### config.mk
export PLATFORM = sky130hd
export DESIGN_NAME = fifo_order_arbiter_flat
export DESIGN_NICKNAME = d
export VERILOG_FILES = /design/src/rtl/arb_pkg.sv /design/src/rtl/fifo_order_arbiter_if.sv /design/src/rtl/arb_idx_queue.sv /design/src/rtl/fifo_order_arbiter.sv /design/src/flat_wrapper.sv
export SDC_FILE = /design/constraint.sdc
export NUM_CORES = 1
export LEC_CHECK = 0
export BUFFER_PORTS_ARGS = -buffer_cell sky130_fd_sc_hd__buf_2
export CAP_MARGIN = 30
export CORE_ASPECT_RATIO = 2
export CORE_MARGIN = 5
export CORE_UTILIZATION = 50
export DETAILED_ROUTE_END_ITERATION = 16
export PLACE_DENSITY = 0.71
export SETUP_SLACK_MARGIN = 0.3
export SYNTH_ARGS = -nofsm -noshare
export SYNTH_HDL_FRONTEND = slang
export SYNTH_SLANG_ARGS = --single-unit
### constraint.sdc
create_clock -name clk -period 3.3 [get_ports clk]
set_input_delay 0.66 -clock clk [delete_from_list [all_inputs] [get_ports clk]]
set_output_delay 0.66 -clock clk [all_outputs]
set_load 0.01 [all_outputs]
### src/rtl/arb_pkg.sv
// Shared definitions for the first-come-first-served arbiter.
// Holds the IDLE/GRANT state encoding and the one-hot/index helpers.
// Helpers are sized for the largest supported requester count (16).
package arb_pkg;

  // IDLE/GRANT state encoding
  localparam logic [0:0] ST_IDLE  = 1'b0;
  localparam logic [0:0] ST_GRANT = 1'b1;

  // Largest requester count the helpers cover
  localparam int MAX_REQ = 16;

  // Index to one-hot; callers truncate to their own requester count
  function automatic logic [MAX_REQ-1:0] idx2onehot(input logic [3:0] idx);
    return 16'(1) << idx;
  endfunction

  // One-hot to index; an all-zero vector maps to index 0
  function automatic logic [3:0] onehot2idx(input logic [MAX_REQ-1:0] oh);
    logic [3:0] idx;
    idx = '0;
    for (int i = 0; i < MAX_REQ; i++) begin
      if (oh[i]) idx = idx | 4'(i);
    end
    return idx;
  endfunction

endpackage

### src/rtl/fifo_order_arbiter_if.sv
// Request/grant bundle between N bus masters and the arbiter.
// master: requester side (drives req); slave: arbiter side.
// Pure wiring, no storage.
interface fifo_order_arbiter_if #(parameter int N = 4);
  localparam int IDXW = $clog2(N);

  logic [N-1:0]    req;
  logic [N-1:0]    grant;
  logic            grant_valid;
  logic [IDXW-1:0] grant_idx;
  logic [IDXW:0]   q_count;
  logic            timeout;

  modport master (output req, input grant, grant_valid, grant_idx, q_count, timeout);
  modport slave  (input req, output grant, grant_valid, grant_idx, q_count, timeout);
endinterface

### src/rtl/arb_idx_queue.sv
// N-deep FIFO of requester indices; several pushes per cycle, one pop.
// Latency: pushed entries are visible at head/count after the edge.
// No backpressure: the caller guarantees at most N live entries.
module arb_idx_queue #(
  parameter int N = 4
) (
  input  logic                   clk,
  input  logic                   rst_n,
  input  logic [N-1:0]           push_mask_i,
  input  logic                   pop_i,
  output logic [$clog2(N)-1:0]   head_o,
  output logic [$clog2(N):0]     count_o
);
  localparam int IDXW = $clog2(N);

  logic [IDXW-1:0] mem_q [N];
  logic [IDXW-1:0] mem_d [N];
  logic [IDXW-1:0] wr_ptr_q, wr_ptr_d;
  logic [IDXW-1:0] rd_ptr_q, rd_ptr_d;
  logic [IDXW:0]   count_q, count_d;
  logic [IDXW:0]   push_cnt;

  // Pointers wrap modulo N, which need not be a power of two
  function automatic logic [IDXW-1:0] next_ptr(input logic [IDXW-1:0] p);
    return (p == IDXW'(N - 1)) ? '0 : p + 1'b1;
  endfunction

  // Write set bits of the push mask at the tail, lowest index first
  always_comb begin
    mem_d    = mem_q;
    wr_ptr_d = wr_ptr_q;
    push_cnt = '0;
    for (int i = 0; i < N; i++) begin
      if (push_mask_i[i]) begin
        mem_d[wr_ptr_d] = IDXW'(i);
        wr_ptr_d        = next_ptr(wr_ptr_d);
        push_cnt        = push_cnt + 1'b1;
      end
    end
    rd_ptr_d = pop_i ? next_ptr(rd_ptr_q) : rd_ptr_q;
    count_d  = count_q + push_cnt - {{IDXW{1'b0}}, pop_i};
  end

  // Queue state registers
  always_ff @(posedge clk or negedge rst_n) begin
    if (!rst_n) begin
      for (int i = 0; i < N; i++) mem_q[i] <= '0;
      wr_ptr_q <= '0;
      rd_ptr_q <= '0;
      count_q  <= '0;
    end else begin
      mem_q    <= mem_d;
      wr_ptr_q <= wr_ptr_d;
      rd_ptr_q <= rd_ptr_d;
      count_q  <= count_d;
    end
  end

  // Overflow and empty-pop must never happen given one entry per requester
  always_ff @(posedge clk) begin
    if (rst_n) begin
      assert ((int'(count_q) + int'(push_cnt) - int'(pop_i)) <= N);
      assert (!(pop_i && (count_q == '0)));
    end
  end

  assign head_o  = mem_q[rd_ptr_q];
  assign count_o = count_q;

endmodule

### src/rtl/fifo_order_arbiter.sv
// First-come-first-served arbiter for N requesters; optional hold timeout via ARB_TIMEOUT_EN.
// Latency: req edge enqueued at edge k, grant visible after edge k+1; one idle cycle between owners.
// Backpressure: none; grant held until the owner drops req (or the hold limit expires).
module fifo_order_arbiter
  import arb_pkg::*;
#(
  parameter int N        = 4,
  parameter int MAX_HOLD = 64
) (
  input  logic                 clk,
  input  logic                 rst_n,
  fifo_order_arbiter_if.slave  bus
);
  localparam int IDXW = $clog2(N);

  if ((N < 2) || (N > MAX_REQ) || (MAX_HOLD < 2)) begin : g_bad_cfg
    $error("fifo_order_arbiter: N must be 2..16 and MAX_HOLD at least 2");
  end

  logic [N-1:0]    req_q;
  logic [N-1:0]    pending_q, pending_d;
  logic [N-1:0]    grant_q, grant_d;
  logic [0:0]      state_q, state_d;
  logic [N-1:0]    new_req;
  logic            pop;
  logic [IDXW-1:0] head;
  logic [IDXW-1:0] owner;
  logic [IDXW:0]   count;

`ifdef ARB_TIMEOUT_EN
  localparam int HOLDW = $clog2(MAX_HOLD);
  logic [HOLDW-1:0] hold_q, hold_d;
  logic             timeout_q, timeout_d;
`endif

  // A requester already queued or owning is ignored until it is retired
  assign new_req = bus.req & ~req_q & ~pending_q;
  assign owner   = IDXW'(onehot2idx(16'(grant_q)));
  assign pop     = (state_q == ST_IDLE) && (count != '0);

  arb_idx_queue #(.N(N)) u_queue (
    .clk         (clk),
    .rst_n       (rst_n),
    .push_mask_i (new_req),
    .pop_i       (pop),
    .head_o      (head),
    .count_o     (count)
  );

  // Grant FSM: pop the head in IDLE, hold the grant until the owner lets go
  always_comb begin
    state_d   = state_q;
    grant_d   = grant_q;
    pending_d = pending_q | new_req;
`ifdef ARB_TIMEOUT_EN
    hold_d    = hold_q;
    timeout_d = 1'b0;
`endif
    case (state_q)
      ST_IDLE: begin
        if (pop) begin
          if (bus.req[head]) begin
            grant_d = N'(idx2onehot(4'(head)));
            state_d = ST_GRANT;
`ifdef ARB_TIMEOUT_EN
            hold_d  = '0;
`endif
          end else begin
            // Requester withdrew while queued: retire it without a grant
            pending_d[head] = 1'b0;
          end
        end
      end
      ST_GRANT: begin
        if (!bus.req[owner]) begin
          grant_d          = '0;
          pending_d[owner] = 1'b0;
          state_d          = ST_IDLE;
        end
`ifdef ARB_TIMEOUT_EN
        else if (hold_q == HOLDW'(MAX_HOLD - 1)) begin
          // Forced revoke; the requester must toggle req to requeue
          grant_d          = '0;
          pending_d[owner] = 1'b0;
          state_d          = ST_IDLE;
          timeout_d        = 1'b1;
        end else begin
          hold_d = hold_q + 1'b1;
        end
`endif
      end
      default: state_d = ST_IDLE;
    endcase
  end

  // Arbiter state registers
  always_ff @(posedge clk or negedge rst_n) begin
    if (!rst_n) begin
      req_q     <= '0;
      pending_q <= '0;
      grant_q   <= '0;
      state_q   <= ST_IDLE;
`ifdef ARB_TIMEOUT_EN
      hold_q    <= '0;
      timeout_q <= 1'b0;
`endif
    end else begin
      req_q     <= bus.req;
      pending_q <= pending_d;
      grant_q   <= grant_d;
      state_q   <= state_d;
`ifdef ARB_TIMEOUT_EN
      hold_q    <= hold_d;
      timeout_q <= timeout_d;
`endif
    end
  end

  assign bus.grant       = grant_q;
  assign bus.grant_valid = |grant_q;
  assign bus.grant_idx   = owner;
  assign bus.q_count     = count;
`ifdef ARB_TIMEOUT_EN
  assign bus.timeout     = timeout_q;
`else
  assign bus.timeout     = 1'b0;
`endif

endmodule
### src/flat_wrapper.sv
// flat-port wrapper written by rule: the top's interface ports become plain ports
module fifo_order_arbiter_flat import arb_pkg::*;
#(
  parameter int N        = 4,
  parameter int MAX_HOLD = 64
)
  (clk, rst_n, bus_req, bus_grant, bus_grant_valid, bus_grant_idx, bus_q_count, bus_timeout);
  fifo_order_arbiter_if #(.N(N)) bus_i ();
  input  logic clk;
  input  logic rst_n;
  input wire logic [$bits(bus_i.req)-1:0] bus_req;
  output wire logic [$bits(bus_i.grant)-1:0] bus_grant;
  output wire logic [$bits(bus_i.grant_valid)-1:0] bus_grant_valid;
  output wire logic [$bits(bus_i.grant_idx)-1:0] bus_grant_idx;
  output wire logic [$bits(bus_i.q_count)-1:0] bus_q_count;
  output wire logic [$bits(bus_i.timeout)-1:0] bus_timeout;
  assign bus_i.req = bus_req;
  assign bus_grant = bus_i.grant;
  assign bus_grant_valid = bus_i.grant_valid;
  assign bus_grant_idx = bus_i.grant_idx;
  assign bus_q_count = bus_i.q_count;
  assign bus_timeout = bus_i.timeout;
  fifo_order_arbiter #(.N(N), .MAX_HOLD(MAX_HOLD)) u_core (.clk(clk), .rst_n(rst_n), .bus(bus_i));
endmodule
==> metrics.csv <==
metric,value,unit
drc violations,0,
crit end category,flop,
Clk pwr share,11.5,%
pre-CTS WS,0.0426,ns
Die Y-Extent,98.3,um
die area,5320,um2
largest area contributor in the netlist,dfrtp_1,
Area Overhead vs Synth,20.0,%
IO buf count,15,
TritonCTS clock tree,done,
internal power,1320,uW
initial antenna violation count,0,
Slew @ Worst Pin,0.628,ns
mapped cell area,1950,um2
Total Neg Setup Slack,0,ns
Gate Count Post-Synth,198,
Via density,5.43,
CP startpoint kind,primary input,
Global Route Usage Sum,18.0,%
sequential share of power,28.2,%
P_sw,988,uW
skew final,0.00427,ns
Cell Pwr Density,988,nW/um2
Main synth FF type,dfrtp_1,
M2 GR Usage,34.2,%
P_leak,0.00113,uW
min Tclk post-route,2.90,ns
Post-Layout Inst Area,2340,um2
RSZ-0062 raised after global routing,false,
CTS sink cnt,28,
WL final,4330,um
Post-Place Cells,267,
router iterations before antenna repair,4,
htree depth,1,
GRT met1 Usage,17.3,%
sequential area share after synthesis,35.9,%
"EDFF count, synth",0,
vias in the first global route,1473,
crit share post-route,87.8,%
ys async rst share,100,%
Final Hold Vio Count,0,
core area,3800,um2
largest net degree at the start of global routing,29,
warnings from Yosys,0,
syn_area_per_cell,9.85,um2
Starting Density,51.3,%
Top Ports,17,
Setup WS post-layout,0.401,ns
Antenna Cells,0,
"FF+latch count, synth",28,
Yosys cell types,37,
HPWL after DPL,3470,um
DRT antenna net count,0,
status,completed,
"critical path fanouts, max",6,
Synth top area share,35.9,%
"top cells by area, synth","dfrtp_1, ha_1, nand2_1, inv_1, mux2i_1",
Register Area,702,um2
global-route wire length before repair,6930,um
Worst EP arrival,3.10,ns
vias,1494,
CTS Hold Bufs,0,
multi-input logic area,1240,um2
"Cell Area, Placed",2180,um2
grt total ovfl,0,
initial DRC count,36,
clk slew on worst S/H paths,0.09,ns
final core occ,61.5,%
RD Place Congestion,0.835,
switching part of the total,42.8,%
Worst EP required,3.50,ns
worst vdd ir,434,uV
fmax,345,MHz
share of layout cells above drive strength 1,25.9,%
Top Usage Layer GRT,met2,
Syn Nets,230,
Hold Crit Class,in2async,
worst skew pair latency,0.27,ns
Die W,54.2,um
Root Buffer,clkbuf_8,
final setup fails,0,
max_cap viols,0,
met3 GRT Util,1.53,%
fin nets,257,
row count,32,
Fillers,335,
Finished Layout Cells,275,
headroom to the max-slew limit,58.1,%
TritonCTS Buffers,3,
Max Slew Vio Count,0,
drt wl/cell,15.7,um
Worst Setup Path Type,in2reg,
Bufs on Longest Clock Path,2,
Logic pwr share,60.3,%
## per-stage QoR
step	total power [uW]	hold WS (ns)
after floorplan	1640	0.364
after global placement	1960	0.510
after detailed placement	1990	0.520
after CTS	2270	0.407
after global routing	2520	0.447
final	2310	0.395
## what timing repair did
| action | CTS | global route |
|---|---|---|
| endpoints found under the setup margin | 0 | 8 |
| gates resized for setup | 0 | 14 |
| setup buffers | 0 | 4 |
## critical path, cell delays in order
cell     delay (ns)
buf_4          0.11
nor3b_4        0.33
inv_2          0.10
ha_1           0.21
o21ai_1        0.13
ha_1           0.24
mux2i_1        0.15
ha_1           0.27
fa_2           0.39
xor2_1         0.18
xnor2_1        0.19
xnor2_1        0.13
## synth_stat cells (4+ instances only)
master,instances
dfrtp_1,28
nor2_1,8
o21ai_0,9
xnor2_1,8
o31ai_1,4
nand2_1,25
nand3_1,9
mux2i_1,8
ha_1,25
inv_1,24
a22o_1,9
## layer usage
metal  routed length (um)  up-vias  share of wire (%)
li1                     -      725                  -
met1                 1470      735                 34
met2                 2540       24                 59
met3                  141       10                3.3
met4                  178        0                4.1
met5                    0        -                  0
## worst paths after layout
| kind | start | to | slack (ns) | cells after the start |
|---|---|---|---|---|
| setup / recovery | bus_req[0] | u_core.u_queue.count_o[2]$_DFF_PN0_ | 0.40 | 12 |
| hold / removal | rst_n | u_core.u_queue.count_o[2]$_DFF_PN0_ | 0.40 | 1 |
| setup reg to reg | u_core.req_q[0]$_DFF_PN0_ | u_core.u_queue.count_o[2]$_DFF_PN0_ | 0.43 | 11 |
| hold reg to reg | u_core.u_queue.mem_q[7]$_DFF_PN0_ | u_core.u_queue.mem_q[7]$_DFF_PN0_ | 0.54 | 2 |
| max in group asynchronous | rst_n | u_core.u_queue.wr_ptr_q[0]$_DFF_PN0_ | 2.47 | 1 |
| min in group clk | bus_req[0] | u_core.req_q[0]$_DFF_PN0_ | 0.54 | 1 |
## cell usage in the layout, fill, tap and decap left out, types with 2 or more instances in the layout
cell / instances
nand2_1: 25
nand3_1: 9
a222oi_1: 3
buf_2: 14
mux2i_1: 7
mux4_2: 2
xnor2_1: 8
dfrtp_1: 27
a22o_1: 9
nor3b_4: 2
ha_1: 23
nor2_1: 6
mux2_2: 3
o31ai_1: 3
nor3_1: 3
nor2_4: 2
inv_2: 3
o21ai_0: 8
buf_4: 12
xor2_1: 2
inv_1: 21
clkbuf_8: 3
or2_2: 2
nand3b_1: 2
ha_4: 2
## registers in the layout, summed over array words and instances, names as in the netlist
register,cells
u_core.u_queue.mem_q,8
u_core.bus.grant,4
u_core.u_queue.rd_ptr_q,2
u_core.pending_q,4
u_core.req_q,4
u_core.u_queue.wr_ptr_q,2
u_core.u_queue.count_o,3
u_core.state_q,1
## final cells by class
type / count / share of cell area [%]
Sequential cell: 28 / 30.0
Clock inverter: 1 / 1.28
Clock buffer: 3 / 1.76
Timing Repair Buffer: 27 / 7.33
Inverter: 24 / 3.85
Multi-Input combinational cell: 141 / 53.0
Tap cell: 51 / 2.73
## power by group through the flow
stage / combinational [uW] / clock [uW] / sequential (uW)
2_1_floorplan: 1020 / 0 / 619
3_3_place_gp: 1320 / 0 / 646
3_5_place_dp: 1340 / 0 / 649
4_1_cts: 1350 / 276 / 642
5_1_grt: 1560 / 289 / 669
6_report: 1390 / 266 / 651
## cells by family after synthesis
kind of cell	count (synthesis)	synth area share, %
AOI/OAI and AO/OA	31	11.6
xor gates and xnor gates	11	5.33
adders and majority gates	26	17.1
buffers and inverters	29	6.16
DFF	28	35.9
muxes	13	8.15
other	1	0.192
and+or+nand+nor	59	15.6
(Power assumes the default switching activity.)
